File: src/rtl/mem_ctrl.sv
// mem_ctrl: arbitrates committed stores, loads and fetches onto a byte-wide RAM/IO bus.
// Load/fetch result is ready N+2 cycles after acceptance; IO-full stalls write bytes, rdy low freezes all state.

`ifndef XLEN
`define XLEN 32
`endif
`ifndef INST_OP_WIDTH
`define INST_OP_WIDTH 6
`endif
`ifndef ROB_SIZE_WIDTH
`define ROB_SIZE_WIDTH 4
`endif

module mem_ctrl #(
    parameter logic [`XLEN-1:0] IO_ADDR = 32'h30000
) (
    input  logic                       clk,
    input  logic                       rst,
    input  logic                       rdy,
    input  logic                       flush,
    input  logic                       io_buffer_full,
    input  logic                       rob_mem_enable,
    input  logic [`INST_OP_WIDTH-1:0]  rob_mem_op,
    input  logic [`XLEN-1:0]           rob_mem_addr,
    input  logic [`XLEN-1:0]           rob_mem_val,
    input  logic                       lsb_load_enable,
    input  logic [`INST_OP_WIDTH-1:0]  lsb_load_op,
    input  logic [`XLEN-1:0]           lsb_load_addr,
    input  logic [`ROB_SIZE_WIDTH-1:0] lsb_load_id,
    input  logic                       if_enable,
    input  logic [`XLEN-1:0]           if_addr,
    input  logic [7:0]                 mem_din,
    output logic [7:0]                 mem_dout,
    output logic [`XLEN-1:0]           mem_a,
    output logic                       mem_wr,
    output logic                       mem_busy,
    output logic                       mem_data_ready,
    output logic [`XLEN-1:0]           mem_data,
    output logic [`ROB_SIZE_WIDTH-1:0] mem_id,
    output logic                       mem_inst_ready,
    output logic [31:0]                mem_inst
);
    localparam int XW  = `XLEN;
    localparam int OPW = `INST_OP_WIDTH;
    localparam int IDW = `ROB_SIZE_WIDTH;

    localparam logic [OPW-1:0] OP_LB  = OPW'(1);
    localparam logic [OPW-1:0] OP_LH  = OPW'(2);
    localparam logic [OPW-1:0] OP_LW  = OPW'(3);
    localparam logic [OPW-1:0] OP_LBU = OPW'(4);
    localparam logic [OPW-1:0] OP_LHU = OPW'(5);
    localparam logic [OPW-1:0] OP_SB  = OPW'(6);
    localparam logic [OPW-1:0] OP_SH  = OPW'(7);
    localparam logic [OPW-1:0] OP_SW  = OPW'(8);

    typedef enum logic [1:0] {IDLE, READ, WRITE} state_t;

    state_t         state_q, state_d;
    logic [OPW-1:0] op_q, op_d;
    logic [XW-1:0]  addr_q, addr_d;
    logic [XW-1:0]  val_q, val_d;
    logic [IDW-1:0] id_q, id_d;
    logic           fetch_q, fetch_d;
    logic [2:0]     cnt_q, cnt_d;
    logic [31:0]    buf_q, buf_d;
    logic           sb_vld_q, sb_vld_d;
    logic [OPW-1:0] sb_op_q, sb_op_d;
    logic [XW-1:0]  sb_addr_q, sb_addr_d;
    logic [XW-1:0]  sb_val_q, sb_val_d;
    logic           data_rdy_q, data_rdy_d;
    logic [XW-1:0]  data_q, data_d;
    logic [IDW-1:0] mid_q, mid_d;
    logic           inst_rdy_q, inst_rdy_d;
    logic [31:0]    inst_q, inst_d;

    logic [2:0]     nb;
    logic [XW-1:0]  byte_a;
    logic           io_stall;
    logic [1:0]     rd_sel;
    logic [31:0]    word;

    function automatic logic [2:0] num_bytes(input logic [OPW-1:0] op, input logic fetch);
        logic [2:0] n;
        case (op)
            OP_SB, OP_LB, OP_LBU: n = 3'd1;
            OP_SH, OP_LH, OP_LHU: n = 3'd2;
            OP_SW, OP_LW:         n = 3'd4;
            default:              n = 3'd4;
        endcase
        if (fetch) n = 3'd4;
        return n;
    endfunction

    function automatic logic [XW-1:0] extend(input logic [OPW-1:0] op, input logic [31:0] w);
        logic [XW-1:0] r;
        case (op)
            OP_LB:   r = {{24{w[7]}}, w[7:0]};
            OP_LH:   r = {{16{w[15]}}, w[15:0]};
            OP_LBU:  r = {24'h0, w[7:0]};
            OP_LHU:  r = {16'h0, w[15:0]};
            default: r = w;
        endcase
        return r;
    endfunction

    always_comb begin
        nb       = num_bytes(op_q, fetch_q);
        byte_a   = addr_q + XW'(cnt_q);
        io_stall = (byte_a == IO_ADDR) && io_buffer_full;
        // cnt_q counts cycles since acceptance; the byte returned now belongs to address cnt_q-1
        rd_sel   = 2'(cnt_q - 3'd1);
        word     = buf_q;
        word[{rd_sel, 3'b000} +: 8] = mem_din;
    end

    always_comb begin
        state_d    = state_q;
        op_d       = op_q;
        addr_d     = addr_q;
        val_d      = val_q;
        id_d       = id_q;
        fetch_d    = fetch_q;
        cnt_d      = cnt_q;
        buf_d      = buf_q;
        sb_vld_d   = sb_vld_q;
        sb_op_d    = sb_op_q;
        sb_addr_d  = sb_addr_q;
        sb_val_d   = sb_val_q;
        data_rdy_d = data_rdy_q;
        data_d     = data_q;
        mid_d      = mid_q;
        inst_rdy_d = inst_rdy_q;
        inst_d     = inst_q;
        if (rdy) begin
            data_rdy_d = 1'b0;
            inst_rdy_d = 1'b0;
            if (rob_mem_enable) begin
                sb_vld_d  = 1'b1;
                sb_op_d   = rob_mem_op;
                sb_addr_d = rob_mem_addr;
                sb_val_d  = rob_mem_val;
            end
            case (state_q)
                IDLE: begin
                    // a ready pulse means the requester has not yet dropped its level request
                    if (!flush && !data_rdy_q && !inst_rdy_q) begin
                        cnt_d = 3'd0;
                        buf_d = 32'h0;
                        if (sb_vld_q) begin
                            state_d  = WRITE;
                            op_d     = sb_op_q;
                            addr_d   = sb_addr_q;
                            val_d    = sb_val_q;
                            fetch_d  = 1'b0;
                            sb_vld_d = rob_mem_enable;
                        end else if (lsb_load_enable) begin
                            state_d = READ;
                            op_d    = lsb_load_op;
                            addr_d  = lsb_load_addr;
                            id_d    = lsb_load_id;
                            fetch_d = 1'b0;
                        end else if (if_enable) begin
                            state_d = READ;
                            addr_d  = if_addr;
                            fetch_d = 1'b1;
                        end
                    end
                end
                READ: begin
                    if (flush) begin
                        state_d = IDLE;
                        cnt_d   = 3'd0;
                    end else begin
                        if (cnt_q != 3'd0) buf_d = word;
                        if (cnt_q == nb) begin
                            state_d = IDLE;
                            cnt_d   = 3'd0;
                            if (fetch_q) begin
                                inst_rdy_d = 1'b1;
                                inst_d     = word;
                            end else begin
                                data_rdy_d = 1'b1;
                                data_d     = extend(op_q, word);
                                mid_d      = id_q;
                            end
                        end else begin
                            cnt_d = cnt_q + 3'd1;
                        end
                    end
                end
                WRITE: begin
                    if (!io_stall) begin
                        if (cnt_q == nb - 3'd1) begin
                            state_d = IDLE;
                            cnt_d   = 3'd0;
                        end else begin
                            cnt_d = cnt_q + 3'd1;
                        end
                    end
                end
                default: state_d = IDLE;
            endcase
        end
    end

    always_ff @(posedge clk) begin
        if (rst) begin
            state_q    <= IDLE;
            op_q       <= '0;
            addr_q     <= '0;
            val_q      <= '0;
            id_q       <= '0;
            fetch_q    <= 1'b0;
            cnt_q      <= 3'd0;
            buf_q      <= 32'h0;
            sb_vld_q   <= 1'b0;
            sb_op_q    <= '0;
            sb_addr_q  <= '0;
            sb_val_q   <= '0;
            data_rdy_q <= 1'b0;
            data_q     <= '0;
            mid_q      <= '0;
            inst_rdy_q <= 1'b0;
            inst_q     <= 32'h0;
        end else begin
            state_q    <= state_d;
            op_q       <= op_d;
            addr_q     <= addr_d;
            val_q      <= val_d;
            id_q       <= id_d;
            fetch_q    <= fetch_d;
            cnt_q      <= cnt_d;
            buf_q      <= buf_d;
            sb_vld_q   <= sb_vld_d;
            sb_op_q    <= sb_op_d;
            sb_addr_q  <= sb_addr_d;
            sb_val_q   <= sb_val_d;
            data_rdy_q <= data_rdy_d;
            data_q     <= data_d;
            mid_q      <= mid_d;
            inst_rdy_q <= inst_rdy_d;
            inst_q     <= inst_d;
        end
    end

    assign mem_wr         = rdy && (state_q == WRITE) && !io_stall;
    assign mem_a          = ((state_q == WRITE) || ((state_q == READ) && (cnt_q < nb))) ? byte_a : '0;
    assign mem_dout       = (state_q == WRITE) ? val_q[{cnt_q[1:0], 3'b000} +: 8] : 8'h00;
    assign mem_busy       = rob_mem_enable || sb_vld_q || (state_q == WRITE);
    assign mem_data_ready = data_rdy_q;
    assign mem_data       = data_q;
    assign mem_id         = mid_q;
    assign mem_inst_ready = inst_rdy_q;
    assign mem_inst       = inst_q;

endmodule
File: config.mk
export PLATFORM = sky130hd
export DESIGN_NAME = mem_ctrl
export DESIGN_NICKNAME = d
export VERILOG_FILES = /design/src/rtl/mem_ctrl.sv
export SDC_FILE = /design/constraint.sdc
export NUM_CORES = 1
export LEC_CHECK = 0
export ABC_AREA = 1
export CAP_MARGIN = 20
export CORE_MARGIN = 2
export CORE_UTILIZATION = 52
export DETAILED_ROUTE_END_ITERATION = 8
export PLACE_DENSITY = 0.82
export SYNTH_ARGS = -nofsm -noshare
export SYNTH_HDL_FRONTEND = slang
export SYNTH_SLANG_ARGS = --single-unit
File: constraint.sdc
create_clock -name clk -period 6.01 [get_ports clk]
set_input_delay 1.5025 -clock clk [delete_from_list [all_inputs] [get_ports clk]]
set_output_delay 1.5025 -clock clk [all_outputs]
set_load 0.01 [all_outputs]
-- After elaboration in Yosys (flattened, before gate mapping)
Memory sizes are Yosys's and may differ from the RTL's. A register that Yosys moved wholly into a read port is not among the register bits.
Index checks and enable logic that the tools add are counted.
- bits of input ports: 160
- memories: 1
- output and inout port bits: 112
- register bits: 253
- logic and storage cells: 123
- ROM bits: 48
- order comparisons: 1
- add/sub/neg operators: 5
- muxes and demuxes: 47
- reductions and logical operators: 30
- bitwise operators: 3
- eq/ne operators: 16
- shift-type cells: 3
- memory list (memory ; depth ; width ; rd ports ; clocked after memory_dff ; write ports ; RTL line ; text):
    (no name shown) ; 16 ; 3 ; 1 ; 1 ; 0 ; 84 ; case (op)
- operator list (kind ; count):
    2-to-1 mux 32 bit ; 7
    case mux 32 bit (4 select lines) ; 1
    case mux 32 bit (2 select lines) ; 1
    adder 32 x 3 -> 32 bit ; 1
    bitwise mux 32 bit ; 1
    equality test 32 x 18 -> 1 bit, second input constant ; 1
    variable shift 8 x 7 -> 32 bit, first input constant ; 1
    indexed part select 32 x 6 -> 8 bit ; 1
    indexed part select 8 x 7 -> 32 bit ; 1
    2-to-1 mux 3 bit ; 7
    AND reduction 5 bit ; 4
    2-to-1 mux 2 bit ; 8
    AND reduction 4 bit ; 4
    2-to-1 mux 1 bit ; 15
    equality test 6 x 3 -> 1 bit, second input constant ; 2
    2-to-1 mux 6 bit ; 2
    != test 2 bit, second input constant ; 5
    case mux 3 bit (3 select lines) ; 1
    nonzero test 3 bit ; 3
    2-to-1 mux 4 bit ; 2
    2-to-1 mux 8 bit ; 1
    negation 5 -> 7 bit ; 1
    equality test 3 bit ; 2
    equality test 6 x 1 -> 1 bit, second input constant ; 1
    18 further kinds ; 32

-- Longest topological paths before layout
Gate-level depths: netlist of the first run.
- depth in word-level cells: 8
- depth in mapped cells: 18
- gate-level depth less buffers: 18

-- Worst setup path before layout of the first run
Ideal clock, no wire load.
- path type: input -> output
- start point: input port io_buffer_full
- end point: output port mem_wr
- setup slack: 2242 ps
- required time: 4507 ps
- stages: 9
- arrival time: 2266 ps
- buffers on the path: 0
- cell sequence: nand3_1 > nor2_1 > nand3_1 > nor2_1 > nand3_1 > nor2_2 > nand3_1 > nand2_1 > nor2_1
- longest elaborated chain between the ends: 3
- ends and longest elaborated chain (element ; RTL line ; text):
    from (decl) ; 21 ; input logic io_buffer_full,
    logical AND 1 bit ; 109 ; io_stall = (byte_a == IO_ADDR) && io_buffer_full;
    zero test 1 bit ; 246 ; assign mem_wr = rdy && (state_q == WRITE) && !io_stall;
    logical AND 1 bit ; 246 ;
    to (decl) ; 35 ; output logic mem_wr,
Every way passes these cells.

-- Final worst setup path of the first run
- start point: register cnt_q[1]
- end point: output port mem_wr
- longest elaborated chain between the ends: 5
- ends and longest elaborated chain (element ; RTL line ; text):
    from (decl) ; 64 ; logic [2:0] cnt_q, cnt_d;
    from (signal assigned) ; 232 ; cnt_q <= cnt_d;
    adder 32 x 3 -> 32 bit ; 108 ; byte_a = addr_q + XW'(cnt_q);
    equality test 32 x 18 -> 1 bit ; 109 ;
    logical AND 1 bit ; 109 ;
    zero test 1 bit ; 246 ;
    logical AND 1 bit ; 246 ;
Every way passes these cells.

==> impl_metrics.sql, run 1 <==
INSERT INTO impl_metrics (metric_group, metric, value, unit) VALUES
('critical_path', 'worstPathMaxFanout', '17', ''),
('routing', 'remaining_drc_errors', '0', ''),
('grt', 'grt_util_met1', '42.4', '%'),
('power_and_ir_drop', 'cellLeakagePower', '6.26', 'nW'),
('routing', 'viasPerCell', '5.57', ''),
('cts', 'cts_setup_buffers', '0', ''),
('floorplan', 'initial_utilization', '53.0', '%'),
('grt', 'global_route.peak_usage_layer', 'met2', ''),
('routing', 'via_count', '12700', ''),
('floorplan', 'design.portCount', '272', ''),
('sta', 'slew_headroom', '27.3', '%'),
('floorplan', 'design.die.area', '24300', 'um2'),
('cts', 'resized_cells_post_cts', '0', ''),
('sta', 'timing.final.setup_violations', '0', ''),
('critical_path', 'worst_setup_path_end_kind', 'primary output', ''),
('sta', 'tightest_slew', '1.09', 'ns'),
('cts', 'clk_transition_reported_paths', '0.06', 'ns'),
('grt', 'grt_util_met2', '50.1', '%'),
('logic_synthesis', 'yosys_warnings', '0', ''),
('logic_synthesis', 'mappedNetlistNets', '1933', ''),
('sta', 'fin_skew', '0.0245', 'ns'),
('sta', 'post-route-period-util', '88.9', '%'),
('cts', 'numCtsBuffers', '27', ''),
('grt', 'grt_util_met3', '5.75', '%'),
('sta', 'rsz0062_at_grt', 'false', ''),
('logic_synthesis', 'synth_top_cells_by_area', 'sky130_fd_sc_hd__dfxtp_1 43%, sky130_fd_sc_hd__nor2_1 12%, sky130_fd_sc_hd__o21ai_0 9.4%', ''),
('layout', 'final_cells', '2280', ''),
('routing', 'postRouteAntennaNets', '0', ''),
('routing', 'detail_route.iter0.violations', '1037', ''),
('logic_synthesis', 'yosys_register_bits', '256', ''),
('critical_path', 'worstSetupPathType', 'reg2out', ''),
('sta', 'finalSetupTns', '0', 'ns'),
('cts', 'tritoncts', 'done', ''),
('grt', 'number_of_antenna_violations_at_the_first_check_in_global_routing', '5', ''),
('run_status', 'status', 'complete, no violations', ''),
('placement', 'placement.io_buffers', '271', ''),
('layout', 'share_of_final_layout_standard_cells_stronger_than_drive_strength_1', '4.67', '%'),
('layout', 'areaGrowthSynthToFinish', '31.4', '%'),
('routing', 'totalWireLength', '39.0', 'mm'),
('routing', 'wire_per_inst', '17.1', 'um'),
('logic_synthesis', 'post_synth_inst_count', '1753', ''),
('logic_synthesis', 'yosysSeqAreaShare', '42.7', '%'),
('logic_synthesis', 'synth_largest_area_cell', 'sky130_fd_sc_hd__dfxtp_1', ''),
('sta', 'layout_min_cycle_time', '5.34', 'ns'),
('flow_run', 'drv.max_cap_violation_count', '0', ''),
('grt', 'grt_use_total', '31.0', '%'),
('routing', 'drt_pass1_iterations', '6', ''),
('critical_path', 'worst_setup_path_start_kind', 'flop', ''),
('logic_synthesis', 'post_synth.cell_area_avg', '6.85', 'um2'),
('sta', 'clock.fmax', '187', 'MHz'),
('logic_synthesis', 'netlist_area', '12000', 'um2'),
('logic_synthesis', 'yosys.cell_types.count', '36', ''),
('floorplan', 'die_h', '156', 'um'),
('grt', 'via_count_of_the_first_global_routing_pass', '11500', ''),
('cts', 'worst_skew_pair.late_latency', '0.56', 'ns'),
('cts', 'holdBufCountCts', '0', ''),
('cts', 'cts_buffer_depth', '3', ''),
('floorplan', 'core', '22600', 'um2'),
('power_and_ir_drop', 'power_density', '285', 'nW/um2'),
('critical_path', 'timing.critical_path.arrival', '3.84', 'ns'),
('critical_path', 'cp_data_required_time', '4.51', 'ns'),
('placement', 'number_of_cells_after_detailed_placement', '2226', ''),
('floorplan', 'chipWidth', '156', 'um'),
('placement', 'place_hpwl', '27.5', 'mm'),
('power_and_ir_drop', 'vdd_ir_drop_max', '0.242', 'mV'),
('logic_synthesis', 'synthMostInstantiatedCell', 'sky130_fd_sc_hd__nor2_1', ''),
('cts', 'cts-htree-levels', '1', ''),
('hold_path', 'min-delay-path-class', 'reg2reg', ''),
('logic_synthesis', 'synth_edf_count', '0', ''),
('floorplan', 'std_cell_rows', '55', ''),
('cts', 'clock_tree.root_cell', 'sky130_fd_sc_hd__clkbuf_16', '');
worst max-delay path, stage by stage (launching register included):
cell and delay [ns]:
sky130_fd_sc_hd__dfxtp_1 0.85, sky130_fd_sc_hd__fa_1 0.37, sky130_fd_sc_hd__nand3_1 0.11, sky130_fd_sc_hd__nand2_2 0.17, sky130_fd_sc_hd__nand3_2 0.16, sky130_fd_sc_hd__nor2_1 0.15, sky130_fd_sc_hd__nand2_1 0.08, sky130_fd_sc_hd__xor2_1 0.22
sky130_fd_sc_hd__nand2_1 0.12, sky130_fd_sc_hd__nor2_2 0.17, sky130_fd_sc_hd__nand3_1 0.22, sky130_fd_sc_hd__nand2_1 0.11, sky130_fd_sc_hd__nor2_1 0.04, sky130_fd_sc_hd__clkdlybuf4s50_1 0.50
cell families after synthesis:
family          synth area share, %
fa+ha+maj                      2.15
xor+xnor                      0.583
simple gates                   27.9
flops                          42.7
compound gates                 19.6
buf+inv                        7.05
per-stage QoR:
stage / utilization (%) / hold WS [ns] / power, mW / setup slack, ns / cell area (um2)
3_3_place_gp: 65.5 / 0.439 / 2.76 / 1.00 / 14800
2_1_floorplan: - / 0.430 / 2.43 / 2.24 / 12000
4_1_cts: 69.5 / 0.455 / 4.50 / 0.717 / 15700
3_5_place_dp: 65.5 / 0.444 / 2.78 / 1.04 / 14800
6_report: 69.7 / 0.455 / 4.49 / 0.667 / 15800
5_1_grt: 69.7 / 0.479 / 4.68 / 0.487 / 15800
power by group:
part	internal [mW]	switching, mW	leakage [nW]
Combinational	0.336	0.555	3.73
Sequential	1.79	0.0856	2.08
Clock	1.03	0.700	0.443
final timing paths:
path	cells after the start	from	slack (ns)	end
worst min register to register	2	val_q[12]$_SDFFE_PP0P_	0.46	val_q[12]$_SDFFE_PP0P_
worst max-delay path	13	cnt_q[1]$_SDFFE_PP0P_	0.67	mem_wr
worst min-delay path	2	val_q[12]$_SDFFE_PP0P_	0.46	val_q[12]$_SDFFE_PP0P_
worst max register to register	9	cnt_q[1]$_SDFFE_PP0P_	2.23	buf_q[23]$_SDFFE_PP0P_
layer usage:
metal / share of wire (%) / wire length (um) / vias to the layer above
met5: 0.031 / 12 / -
met4: 2.1 / 817 / 2
met3: 8.3 / 3230 / 57
met2: 46 / 17800 / 516
met1: 44 / 17100 / 5915
li1: - / - / 6206
state kept, by name, indices dropped and copies added (netlist names), named ones only:
register	cells
addr_q	32
buf_q	32
cnt_q	3
fetch_q	1
id_q	4
mem_data	32
mem_data_ready	1
mem_id	4
mem_inst	32
mem_inst_ready	1
op_q	6
sb_addr_q	32
sb_op_q	6
sb_val_q	32
sb_vld_q	1
state_q	2
val_q	32
cells in the final DEF (no fill, tap or decap), types with 17 or more instances in the layout:
cell / n
sky130_fd_sc_hd__a211oi_1: 36
sky130_fd_sc_hd__a21oi_1: 111
sky130_fd_sc_hd__a22oi_1: 27
sky130_fd_sc_hd__clkbuf_16: 27
sky130_fd_sc_hd__clkdlybuf4s50_1: 270
sky130_fd_sc_hd__dfxtp_1: 256
sky130_fd_sc_hd__ha_1: 19
sky130_fd_sc_hd__inv_1: 111
sky130_fd_sc_hd__nand2_1: 297
sky130_fd_sc_hd__nand3_1: 82
sky130_fd_sc_hd__nor2_1: 386
sky130_fd_sc_hd__o21ai_0: 226
sky130_fd_sc_hd__o22ai_1: 17
area by class of cell:
cell class | instances | area, um2
fill | 1901 | 6860
multi-input combinational | 1276 | 6050
sequential | 256 | 5120
timing repair buffer | 288 | 2860
clock buffer | 40 | 774
inverter | 122 | 460
tap | 285 | 357
clock inverter | 9 | 148
antenna | 4 | 10.0
Power figures use the tool's default switching activity.
==> run 2, diff against run 1 <==
CAP_MARGIN = 25   (was 20)
HOLD_SLACK_MARGIN = 0.06   (was not set)
SLEW_MARGIN = 0   (was not set)
==> impl_metrics.sql, run 2 (same netlist as run 1, synthesis figures left out) <==
INSERT INTO impl_metrics (metric_group, metric, value, unit) VALUES
('routing', 'drt_pass1_iterations', '6', ''),
('grt', 'largest_net_degree_at_the_start_of_global_routing', '109', ''),
('grt', 'grt.overflow.total', '0', ''),
('sta', 'timing.final.setup_violations', '0', ''),
('layout', 'fillers', '1897', ''),
('layout', 'share_of_final_layout_standard_cells_stronger_than_drive_strength_1', '4.77', '%'),
('critical_path', 'timing.critical_path.arrival', '3.84', 'ns'),
('power_and_ir_drop', 'cellInternalPower', '3.16', 'mW'),
('sta', 'clock.fmax', '187', 'MHz'),
('floorplan', 'die_h', '156', 'um'),
('cts', 'holdBufCountCts', '0', ''),
('critical_path', 'rr_worst_depth', '9', ''),
('sta', 'layout_min_cycle_time', '5.34', 'ns'),
('floorplan', 'core', '22600', 'um2'),
('grt', 'number_of_antenna_violations_at_the_first_check_in_global_routing', '5', ''),
('hold_path', 'min_delay_startpoint', 'val_q[12]$_SDFFE_PP0P_', ''),
('critical_path', 'rr_endpoint', 'buf_q[23]$_SDFFE_PP0P_', ''),
('cts', 'worst_skew_pair.late_latency', '0.56', 'ns'),
('sta', 'rsz0062_at_grt', 'false', ''),
('placement', 'placement.io_buffers', '271', ''),
('critical_path', 'cp_data_required_time', '4.51', 'ns'),
('floorplan', 'initial_utilization', '53.0', '%'),
('cts', 'cts_buffer_depth', '3', ''),
('layout', 'seq_area', '5120', 'um2'),
('routing', 'wire_per_inst', '17.1', 'um'),
('critical_path', 'worstSetupPathType', 'reg2out', ''),
('critical_path', 'worstReg2RegStart', 'cnt_q[1]$_SDFFE_PP0P_', ''),
('run_status', 'status', 'complete, no violations', ''),
('critical_path', 'worstSetupStartpoint', 'cnt_q[1]$_SDFFE_PP0P_', ''),
('cts', 'numCtsBuffers', '27', ''),
('cts', 'tritoncts', 'done', ''),
('layout', 'final_cells', '2282', ''),
('critical_path', 'r2r_slack', '2.21', 'ns'),
('placement', 'gpl.final_weighted_congestion', '0.950', ''),
('placement', 'number_of_cells_after_detailed_placement', '2226', ''),
('cts', 'resized_cells_post_cts', '0', ''),
('routing', 'postRouteAntennaNets', '0', ''),
('grt', 'wire_length_of_the_first_global_routing_pass', '60.7', 'mm'),
('critical_path', 'worstPathMaxFanout', '17', ''),
('cts', 'cts-htree-levels', '1', ''),
('power_and_ir_drop', 'share_seq_of_total_power', '41.7', '%'),
('sta', 'slew_headroom', '34.7', '%'),
('sta', 'fin_skew', '0.0220', 'ns'),
('sta', 'post-route-period-util', '88.9', '%'),
('placement', 'place_hpwl', '27.5', 'mm'),
('sta', 'finalSetupTns', '0', 'ns'),
('sta', 'timing.hold.ws', '0.456', 'ns'),
('routing', 'viasPerCell', '5.58', ''),
('power_and_ir_drop', 'pwr-share-clk', '38.4', '%'),
('cts', 'clk_transition_reported_paths', '0.06', 'ns'),
('layout', 'multi_input_area', '6050', 'um2'),
('flow_run', 'drv.max_cap_violation_count', '0', ''),
('layout', 'utilization', '69.9', '%'),
('grt', 'via_count_of_the_first_global_routing_pass', '11500', ''),
('hold_path', 'min-delay-path-class', 'reg2reg', ''),
('layout', 'leading_cell_type_in_the_layout_fill_and_taps_excluded', 'sky130_fd_sc_hd__nor2_1', ''),
('power_and_ir_drop', 'power_density', '284', 'nW/um2'),
('cts', 'clock_sinks', '256', ''),
('hold_path', 'worstHoldEndpoint', 'val_q[12]$_SDFFE_PP0P_', ''),
('power_and_ir_drop', 'total_switching_power', '1.34', 'mW'),
('sta', 'slew_viol_final', '0', ''),
('hold_path', 'hold-path-cell-count', '2', ''),
('critical_path', 'worst_setup_path_end_kind', 'primary output', ''),
('power_and_ir_drop', 'power.total', '4.50', 'mW'),
('layout', 'numnets_final', '2153', ''),
('critical_path', 'worst_setup_path_start_kind', 'flop', ''),
('floorplan', 'design.portCount', '272', ''),
('cts', 'clock_tree.root_cell', 'sky130_fd_sc_hd__clkbuf_16', ''),
('sta', 'tightest_slew', '0.979', 'ns'),
('layout', 'areaGrowthSynthToFinish', '31.7', '%'),
('floorplan', 'std_cell_rows', '55', ''),
('power_and_ir_drop', 'power.combinational.fraction', '20.0', '%'),
('routing', 'detail_route.iter0.violations', '901', ''),
('grt', 'grt_use_total', '31.0', '%'),
('routing', 'totalWireLength', '39.1', 'mm'),
('cts', 'cts_setup_buffers', '0', ''),
('floorplan', 'chipWidth', '156', 'um'),
('power_and_ir_drop', 'vdd_ir_drop_max', '0.242', 'mV'),
('power_and_ir_drop', 'cellLeakagePower', '6.28', 'nW'),
('routing', 'via_count', '12700', ''),
('power_and_ir_drop', 'swShare', '29.8', '%'),
('sta', 'hold_violations', '0', ''),
('floorplan', 'design.die.area', '24300', 'um2'),
('layout', 'layout_common_cells', '386 x sky130_fd_sc_hd__nor2_1, 297 x sky130_fd_sc_hd__nand2_1, 270 x sky130_fd_sc_hd__clkdlybuf4s50_1, 256 x sky130_fd_sc_hd__dfxtp_1, 226 x sky130_fd_sc_hd__o21ai_0', ''),
('routing', 'remaining_drc_errors', '0', '');
## run 2: how the worst max path moves through the flow
stage,end,slack [ns]
after floorplan,mem_wr,2.24
after global placement,mem_wr,1.00
after detailed placement,mem_wr,1.04
after CTS,mem_wr,0.72
after global routing,mem_wr,0.49
final,mem_wr,0.67
## run 2: layout make-up
class,instances,share of cell area (%)
diodes,4,0.0633
clock buffers,40,4.89
clock inverters,9,0.933
inverters,122,2.91
multi-input cells,1276,38.3
flip-flops and latches,256,32.4
well taps,285,2.25
repair buffers,290,18.3
## run 2: power by group through the flow
stage | Sequential (mW) | Combinational (mW) | Clock (mW)
4_1_cts | 1.87 | 0.883 | 1.75
6_report | 1.87 | 0.898 | 1.73
3_5_place_dp | 1.91 | 0.874 | 0
2_1_floorplan | 1.88 | 0.546 | 0
5_1_grt | 1.88 | 0.992 | 1.81
3_3_place_gp | 1.91 | 0.855 | 0
## run 2: routing by layer
| layer | vias up | track usage (%) | part of all wire [%] |
|---|---|---|---|
| met2 | 492 | 50.1 | 46 |
| li1 | 6215 | - | - |
| met4 | 2 | 8.87 | 2.1 |
| met1 | 5972 | 42.4 | 44 |
| met5 | - | 0 | 0.031 |
| met3 | 61 | 5.75 | 7.8 |
## run 2: critical path: stages (launching register included)
cell                              delay (ns)
sky130_fd_sc_hd__dfxtp_1                0.85
sky130_fd_sc_hd__fa_1                   0.37
sky130_fd_sc_hd__nand3_1                0.11
sky130_fd_sc_hd__nand2_2                0.17
sky130_fd_sc_hd__nand3_2                0.15
sky130_fd_sc_hd__nor2_1                 0.15
sky130_fd_sc_hd__nand2_1                0.08
sky130_fd_sc_hd__xor2_1                 0.23
sky130_fd_sc_hd__nand2_1                0.13
sky130_fd_sc_hd__nor2_2                 0.17
sky130_fd_sc_hd__nand3_1                0.21
sky130_fd_sc_hd__nand2_1                0.11
sky130_fd_sc_hd__nor2_1                 0.04
sky130_fd_sc_hd__clkdlybuf4s50_1        0.50
## run 2: metrics by stage
| stage | worst slack [ns] | area (um2) |
|---|---|---|
| final | 0.666 | 15800 |
| after global routing | 0.487 | 15800 |
| after CTS | 0.717 | 15700 |
| after detailed placement | 1.04 | 14800 |
| after global placement | 1.00 | 14800 |
| after floorplan | 2.24 | 12000 |
